[src/rtl/trap_ctrl_pkg.sv]
// Shared definitions for the machine-mode trap controller: CSR numbers,
// CSR instruction encodings, mstatus field positions, FSM states and the
// small pure helpers that build CSR accesses and transform mstatus/mtvec.
package trap_ctrl_pkg;

  // CSR instruction op encodings (funct3 of the SYSTEM opcode)
  localparam logic [2:0] CSR_OP_RW = 3'b001;
  localparam logic [2:0] CSR_OP_RS = 3'b010;

  // Machine-mode CSR numbers touched by the controller
  localparam logic [11:0] CSR_MSTATUS = 12'h300;
  localparam logic [11:0] CSR_MTVEC   = 12'h305;
  localparam logic [11:0] CSR_MEPC    = 12'h341;
  localparam logic [11:0] CSR_MCAUSE  = 12'h342;
  localparam logic [11:0] CSR_MTVAL   = 12'h343;

  // mstatus field positions
  localparam int MSTATUS_MIE    = 3;
  localparam int MSTATUS_MPIE   = 7;
  localparam int MSTATUS_MPP_LO = 11;
  localparam int MSTATUS_MPP_HI = 12;

  // mtvec MODE field value selecting vectored interrupts
  localparam logic [1:0] MTVEC_MODE_VECTORED = 2'b01;

  typedef enum logic [3:0] {
    S_IDLE,
    S_T_EPC,
    S_T_CAUSE,
    S_T_TVAL,
    S_T_RDST,
    S_T_WRST,
    S_T_RDVEC,
    S_T_CAP,
    S_REDIRECT,
    S_M_RDEPC,
    S_M_RDST,
    S_M_WRST,
    S_I_CHK,
    S_I_DEC
  } state_t;

  // One access on the shared CSR file port
  typedef struct packed {
    logic [2:0]  op;
    logic [11:0] num;
    logic [4:0]  rs1;
    logic [31:0] wdata;
    logic        we;
  } csr_acc_t;

  function automatic csr_acc_t csr_none();
    csr_acc_t a;
    a = '0;
    return a;
  endfunction

  // Controller writes look like CSRRW with a non-zero source register
  function automatic csr_acc_t csr_write(input logic [11:0] num, input logic [31:0] data);
    csr_acc_t a;
    a.op    = CSR_OP_RW;
    a.num   = num;
    a.rs1   = 5'd1;
    a.wdata = data;
    a.we    = 1'b1;
    return a;
  endfunction

  // Controller reads look like CSRRS x0, i.e. no side effect on the CSR
  function automatic csr_acc_t csr_read(input logic [11:0] num);
    csr_acc_t a;
    a.op    = CSR_OP_RS;
    a.num   = num;
    a.rs1   = 5'd0;
    a.wdata = 32'd0;
    a.we    = 1'b1;
    return a;
  endfunction

  // Trap entry: stash MIE in MPIE, disable interrupts, previous mode = M
  function automatic logic [31:0] mstatus_on_trap(input logic [31:0] s);
    logic [31:0] r;
    r = s;
    r[MSTATUS_MPIE] = s[MSTATUS_MIE];
    r[MSTATUS_MIE]  = 1'b0;
    r[MSTATUS_MPP_HI:MSTATUS_MPP_LO] = 2'b11;
    return r;
  endfunction

  // Trap return: restore MIE from MPIE, MPIE reads back as 1
  function automatic logic [31:0] mstatus_on_mret(input logic [31:0] s);
    logic [31:0] r;
    r = s;
    r[MSTATUS_MIE]  = s[MSTATUS_MPIE];
    r[MSTATUS_MPIE] = 1'b1;
    return r;
  endfunction

  // Handler address: vectored mode only applies to interrupts (cause bit31)
  function automatic logic [31:0] trap_target(input logic [31:0] mtvec, input logic [31:0] cause);
    logic [31:0] base;
    base = {mtvec[31:2], 2'b00};
    if (mtvec[1:0] == MTVEC_MODE_VECTORED && cause[31]) begin
      return base + {cause[29:0], 2'b00};
    end
    return base;
  endfunction

endpackage

[src/rtl/trap_ctrl.sv]
// Machine-mode trap/mret/interrupt sequencer. Owns the shared CSR file port:
// in IDLE it lends the port to the pipeline's CSR instructions, otherwise it
// walks mepc/mcause/mtval/mstatus/mtvec one access per cycle and finishes
// with a single-cycle fetch redirect plus the matching completion pulse.
module trap_ctrl
  import trap_ctrl_pkg::*;
#(
  parameter logic [31:0] IRQ_CAUSE = 32'h8000000B
) (
  input  logic        clk,
  input  logic        rst_n,
  // synchronous exception request
  input  logic        trap_req,
  input  logic [31:0] trap_cause,
  input  logic [31:0] trap_pc,
  input  logic [31:0] trap_tval,
  // return-from-trap and external interrupt
  input  logic        mret_req,
  input  logic        irq,
  output logic        trap_ack,
  output logic        mret_ack,
  // pipeline CSR instruction access
  input  logic        ins_req,
  input  logic [2:0]  ins_op,
  input  logic [11:0] ins_num,
  input  logic [4:0]  ins_rs1,
  input  logic [31:0] ins_wdata,
  output logic        ins_grant,
  // shared CSR file port
  output logic [2:0]  csr_op,
  output logic [11:0] csr_num,
  output logic [4:0]  csr_rs1,
  output logic [31:0] csr_wdata,
  output logic        csr_we,
  input  logic [31:0] csr_rdata,
  // pipeline control
  output logic        busy,
  output logic        redirect_valid,
  output logic [31:0] redirect_pc
);

  state_t      state_reg, state_next;
  logic [31:0] cause_reg, cause_next;
  logic [31:0] pc_reg, pc_next;
  logic [31:0] tval_reg, tval_next;
  logic [31:0] redirect_pc_reg, redirect_pc_next;
  logic        is_mret_reg, is_mret_next;
  logic        irq_blocked_reg, irq_blocked_next;
  csr_acc_t    csr_acc;
  logic        grant_c;

  // State and latched trap context; reset abandons any sequence in flight
  always_ff @(posedge clk or negedge rst_n) begin
    if (!rst_n) begin
      state_reg       <= S_IDLE;
      cause_reg       <= 32'd0;
      pc_reg          <= 32'd0;
      tval_reg        <= 32'd0;
      redirect_pc_reg <= 32'd0;
      is_mret_reg     <= 1'b0;
      irq_blocked_reg <= 1'b0;
    end else begin
      state_reg       <= state_next;
      cause_reg       <= cause_next;
      pc_reg          <= pc_next;
      tval_reg        <= tval_next;
      redirect_pc_reg <= redirect_pc_next;
      is_mret_reg     <= is_mret_next;
      irq_blocked_reg <= irq_blocked_next;
    end
  end

  // Arbitration, next-state and per-state CSR access
  always_comb begin
    state_next       = state_reg;
    cause_next       = cause_reg;
    pc_next          = pc_reg;
    tval_next        = tval_reg;
    redirect_pc_next = redirect_pc_reg;
    is_mret_next     = is_mret_reg;
    irq_blocked_next = irq_blocked_reg;
    csr_acc          = csr_none();
    grant_c          = 1'b0;
    trap_ack         = 1'b0;
    mret_ack         = 1'b0;
    redirect_valid   = 1'b0;

    case (state_reg)
      S_IDLE: begin
        if (trap_req) begin
          // capture now so the sequence is immune to later input changes
          cause_next   = trap_cause;
          pc_next      = trap_pc;
          tval_next    = trap_tval;
          is_mret_next = 1'b0;
          state_next   = S_T_EPC;
        end else if (mret_req) begin
          is_mret_next = 1'b1;
          state_next   = S_M_RDEPC;
        end else if (irq && !irq_blocked_reg) begin
          state_next = S_I_CHK;
        end else if (ins_req && rst_n) begin
          // the port is combinationally lent, so keep it quiet under reset
          grant_c       = 1'b1;
          csr_acc.op    = ins_op;
          csr_acc.num   = ins_num;
          csr_acc.rs1   = ins_rs1;
          csr_acc.wdata = ins_wdata;
          csr_acc.we    = 1'b1;
          // software touching mstatus may have re-enabled interrupts
          if (ins_num == CSR_MSTATUS && ins_rs1 != 5'd0) begin
            irq_blocked_next = 1'b0;
          end
        end
      end

      S_T_EPC: begin
        csr_acc    = csr_write(CSR_MEPC, pc_reg);
        state_next = S_T_CAUSE;
      end
      S_T_CAUSE: begin
        csr_acc    = csr_write(CSR_MCAUSE, cause_reg);
        state_next = S_T_TVAL;
      end
      S_T_TVAL: begin
        csr_acc    = csr_write(CSR_MTVAL, tval_reg);
        state_next = S_T_RDST;
      end
      S_T_RDST: begin
        csr_acc    = csr_read(CSR_MSTATUS);
        state_next = S_T_WRST;
      end
      S_T_WRST: begin
        // csr_rdata holds mstatus from the previous cycle's read
        csr_acc    = csr_write(CSR_MSTATUS, mstatus_on_trap(csr_rdata));
        state_next = S_T_RDVEC;
      end
      S_T_RDVEC: begin
        csr_acc    = csr_read(CSR_MTVEC);
        state_next = S_T_CAP;
      end
      S_T_CAP: begin
        redirect_pc_next = trap_target(csr_rdata, cause_reg);
        state_next       = S_REDIRECT;
      end

      S_M_RDEPC: begin
        csr_acc    = csr_read(CSR_MEPC);
        state_next = S_M_RDST;
      end
      S_M_RDST: begin
        redirect_pc_next = csr_rdata;
        csr_acc          = csr_read(CSR_MSTATUS);
        state_next       = S_M_WRST;
      end
      S_M_WRST: begin
        csr_acc    = csr_write(CSR_MSTATUS, mstatus_on_mret(csr_rdata));
        state_next = S_REDIRECT;
      end

      S_REDIRECT: begin
        redirect_valid = 1'b1;
        if (is_mret_reg) begin
          mret_ack         = 1'b1;
          irq_blocked_next = 1'b0;
        end else begin
          trap_ack = 1'b1;
        end
        state_next = S_IDLE;
      end

      S_I_CHK: begin
        csr_acc    = csr_read(CSR_MSTATUS);
        state_next = S_I_DEC;
      end
      S_I_DEC: begin
        // MIE clear: park the interrupt until software rewrites mstatus
        if (csr_rdata[MSTATUS_MIE]) begin
          cause_next   = IRQ_CAUSE;
          pc_next      = trap_pc;
          tval_next    = 32'd0;
          is_mret_next = 1'b0;
          state_next   = S_T_EPC;
        end else begin
          irq_blocked_next = 1'b1;
          state_next       = S_IDLE;
        end
      end

      default: begin
        state_next = S_IDLE;
      end
    endcase
  end

  assign busy        = (state_reg != S_IDLE);
  assign ins_grant   = grant_c;
  assign csr_op      = csr_acc.op;
  assign csr_num     = csr_acc.num;
  assign csr_rs1     = csr_acc.rs1;
  assign csr_wdata   = csr_acc.wdata;
  assign csr_we      = csr_acc.we;
  assign redirect_pc = redirect_pc_reg;

endmodule

[config.mk]
export PLATFORM = sky130hd
export DESIGN_NAME = trap_ctrl
export DESIGN_NICKNAME = d
export VERILOG_FILES = /design/src/rtl/trap_ctrl_pkg.sv /design/src/rtl/trap_ctrl.sv
export SDC_FILE = /design/constraint.sdc
export NUM_CORES = 1
export LEC_CHECK = 0
export ABC_AREA = 1
export CAP_MARGIN = 20
export CORE_MARGIN = 4
export CORE_UTILIZATION = 50
export CTS_BUF_LIST = sky130_fd_sc_hd__clkbuf_8
export CTS_CLUSTER_DIAMETER = 60
export CTS_CLUSTER_SIZE = 20
export DETAILED_ROUTE_END_ITERATION = 12
export PLACE_DENSITY = 0.91
export SLEW_MARGIN = 30
export SYNTH_ARGS = -nofsm -noshare
export SYNTH_HDL_FRONTEND = slang
export SYNTH_SLANG_ARGS = --single-unit
[constraint.sdc]
create_clock -name clk -period 4.3 [get_ports clk]
set_clock_uncertainty 0.05 [all_clocks]
set_input_delay 0.86 -clock clk [delete_from_list [all_inputs] [get_ports clk]]
set_output_delay 0.86 -clock clk [all_outputs]
set_load 0.05 [all_outputs]
==> results.toml <==
[run_status]
status = "completed"

[layout]
multi_input_area_mm2 = 0.00472
n_fill_cell = 1417
layout.nets = 1827
seq_area_mm2 = 0.00335
area_delta_synth_final_pct = 41.2
drive_above_1_share = 0.0677

[timing]
rsz0062_at_grt = "false"
timing.setup.tns_ps = 0
slew_headroom = 0.378
worst_slew_pin_slew_ps = 932
setup_viol = 0
period_minus_slack_ps = 4130
fmax_ghz = 0.242
drv_slew = 0
period_share = 0.961
final-hold-violation-count = 0

[worst_setup_path]
critPathLaunch = "state_reg[2]$_DFFE_PN0P_"
timing.rr.start = "state_reg[0]$_DFFE_PN0P_"
cp.arrival_ps = 3220
required_ps = 3390
crit_type = "reg -> out"
endpoint_kind = "primary output"
crit_fanout = 17
startpoint_type = "register"

[clock_tree]
path_clk_slew_ps = 90
cts_hold_buffers = 0
clock_tree.root_cell = "clkbuf_8"
h-tree-depth = 4
cts_tree = "done"
clk_path_buf_depth = 2
post_cts_buffers = 0
ctsResizeCount = 0
insertion_delay_ps = 450
clkSinkCount = 134
cts_buffers = 17

[global_routing]
grt_pass1_wl_mm = 53.2
grt_pass1_vias = 9852
grt_use_total = 0.336
antenna_found_initial = 2
grt_max_degree = 98
grt.overflow.total = 0

[yosys]
synthMuxAreaShare = 0
synth_area_mm2 = 0.00899
yosys.area_share.simple = 0.332
synth_xor_area_frac = 0.00974
synth_top_family_by_area = "simple AND/OR/NAND/NOR gates"
synth-main-ff-cell = "dfrtp_1"
ys_top_cells_by_area = "dfrtp_1, nand2_1, inv_1"
ys_seq_area_frac = 0.373
synth.distinct_cells = 43
synth_seq_cells = 134
yosys_warnings = 0
synth.most_common_cell = "nand2_1"
synth-edff-count = 0
yosysTopAreaCell = "dfrtp_1"
synth_compound_area_frac = 0.139
synth_common_cells = "nand2_1, inv_1, dfrtp_1"
async_flop_share = 1.00
syn_inst = 1359
synth_top_area_share = 0.373
synthAdderAreaFrac = 0.0426
synth_fp_nets = 1575
syn_area_per_cell_um2 = 6.62

[detailed_routing]
wl_per_cell_um = 18.6
drtIter0Drc = 932
via_count = 10248
antenna_left = 0
drc = 0
via_per_inst = 5.54
wl_mm = 34.4
first_pass_iters = 7

[floorplan]
io_pins = 276
core_mm2 = 0.0175
die_area_mm2 = 0.0202
die-width_um = 142
rows = 48
die_h_um = 142
initial_core_util = 0.515

[power_and_ir_drop]
power_mw = 10.4
powerDensity_mw_per_mm2 = 816
p_leak_nw = 6.29
ir_worst_vdd_uv = 602

[place]
place.gp.congestion = 0.964
dp_hpwl_mm = 26.6
numPortBuffers = 275

[flow_run]
drv_cap = 0

[hold_path]
hp-class = "in -> async"
==> placed cells by master (no fill, tap or decap), types with 17 or more instances in the layout <==
master	n
a21oi_1	72
o21ai_0	97
nand3_1	115
nor2_1	97
inv_1	170
clkbuf_8	17
clkdlybuf4s50_1	232
dfrtp_1	134
buf_12	41
ha_1	29
nand2_1	484
==> worst max-delay path, stage by stage (launching register included) <==
cell and delay, ps:
dfrtp_1 460, inv_1 60, nor2_1 420, nand2_1 210, nand2_1 650, inv_1 410
o211ai_1 380, buf_12 180
==> path summary, 6_finish.rpt <==
| check | to | slack [ps] | depth (start not counted) |
|---|---|---|---|
| worst min-delay path | redirect_pc[1]$_DFFE_PN0P_ | 210 | 1 |
| max in group asynchronous | pc_reg[27]$_DFFE_PN0P_ | 2310 | 3 |
| worst max-delay path | csr_wdata[31] | 170 | 7 |
| min in group clk | pc_reg[24]$_DFFE_PN0P_ | 430 | 2 |
| worst min register to register | pc_reg[24]$_DFFE_PN0P_ | 430 | 2 |
| worst max register to register | cause_reg[27]$_DFFE_PN0P_ | 1340 | 12 |
==> cell families after synthesis <==
kind of cell	after synthesis
buf+inv	234
compound gates	222
simple gates	729
xor+xnor	10
flops	134
fa+ha+maj	30
==> area by class of cell <==
class / instances / area share
sequential: 134 / 0.264
timing repair buffer: 290 / 0.258
multi-input combinational: 991 / 0.371
tap: 225 / 0.0222
antenna: 1 / 0.000197
clock inverter: 15 / 0.0133
clock buffer: 17 / 0.0184
inverter: 177 / 0.0525
==> metrics by stage <==
step / hold slack [ps] / setup WS (ps) / std cells / utilization / area (um2)
3_3_place_gp: 411 / 429 / 1817 / 0.703 / 12300
4_1_cts: 215 / 271 / 1849 / 0.726 / 12700
6_report: 214 / 170 / 1850 / 0.727 / 12700
3_5_place_dp: 416 / 402 / 1817 / 0.703 / 12300
2_1_floorplan: 400 / 924 / 1359 / - / 8990
5_1_grt: 209 / 90.2 / 1850 / 0.727 / 12700
==> metal layers <==
metal,wire length (um),GRT usage,vias to the layer above
met3,3050,0.0662,76
met2,16400,0.552,510
met1,13800,0.447,4798
li1,-,-,4862
met5,15,0,-
met4,1170,0.116,2
==> report_power, final <==
part | leakage [nW] | total [mW] | switching [mW] | internal (mW)
logic | 4.45 | 6.96 | 4.43 | 2.52
registers | 1.64 | 2.29 | 0.411 | 1.88
clock network | 0.202 | 1.11 | 0.580 | 0.531
total | 6.29 | 10.4 | 5.43 | 4.93
Note: power is estimated with default switching activity, not from simulation.
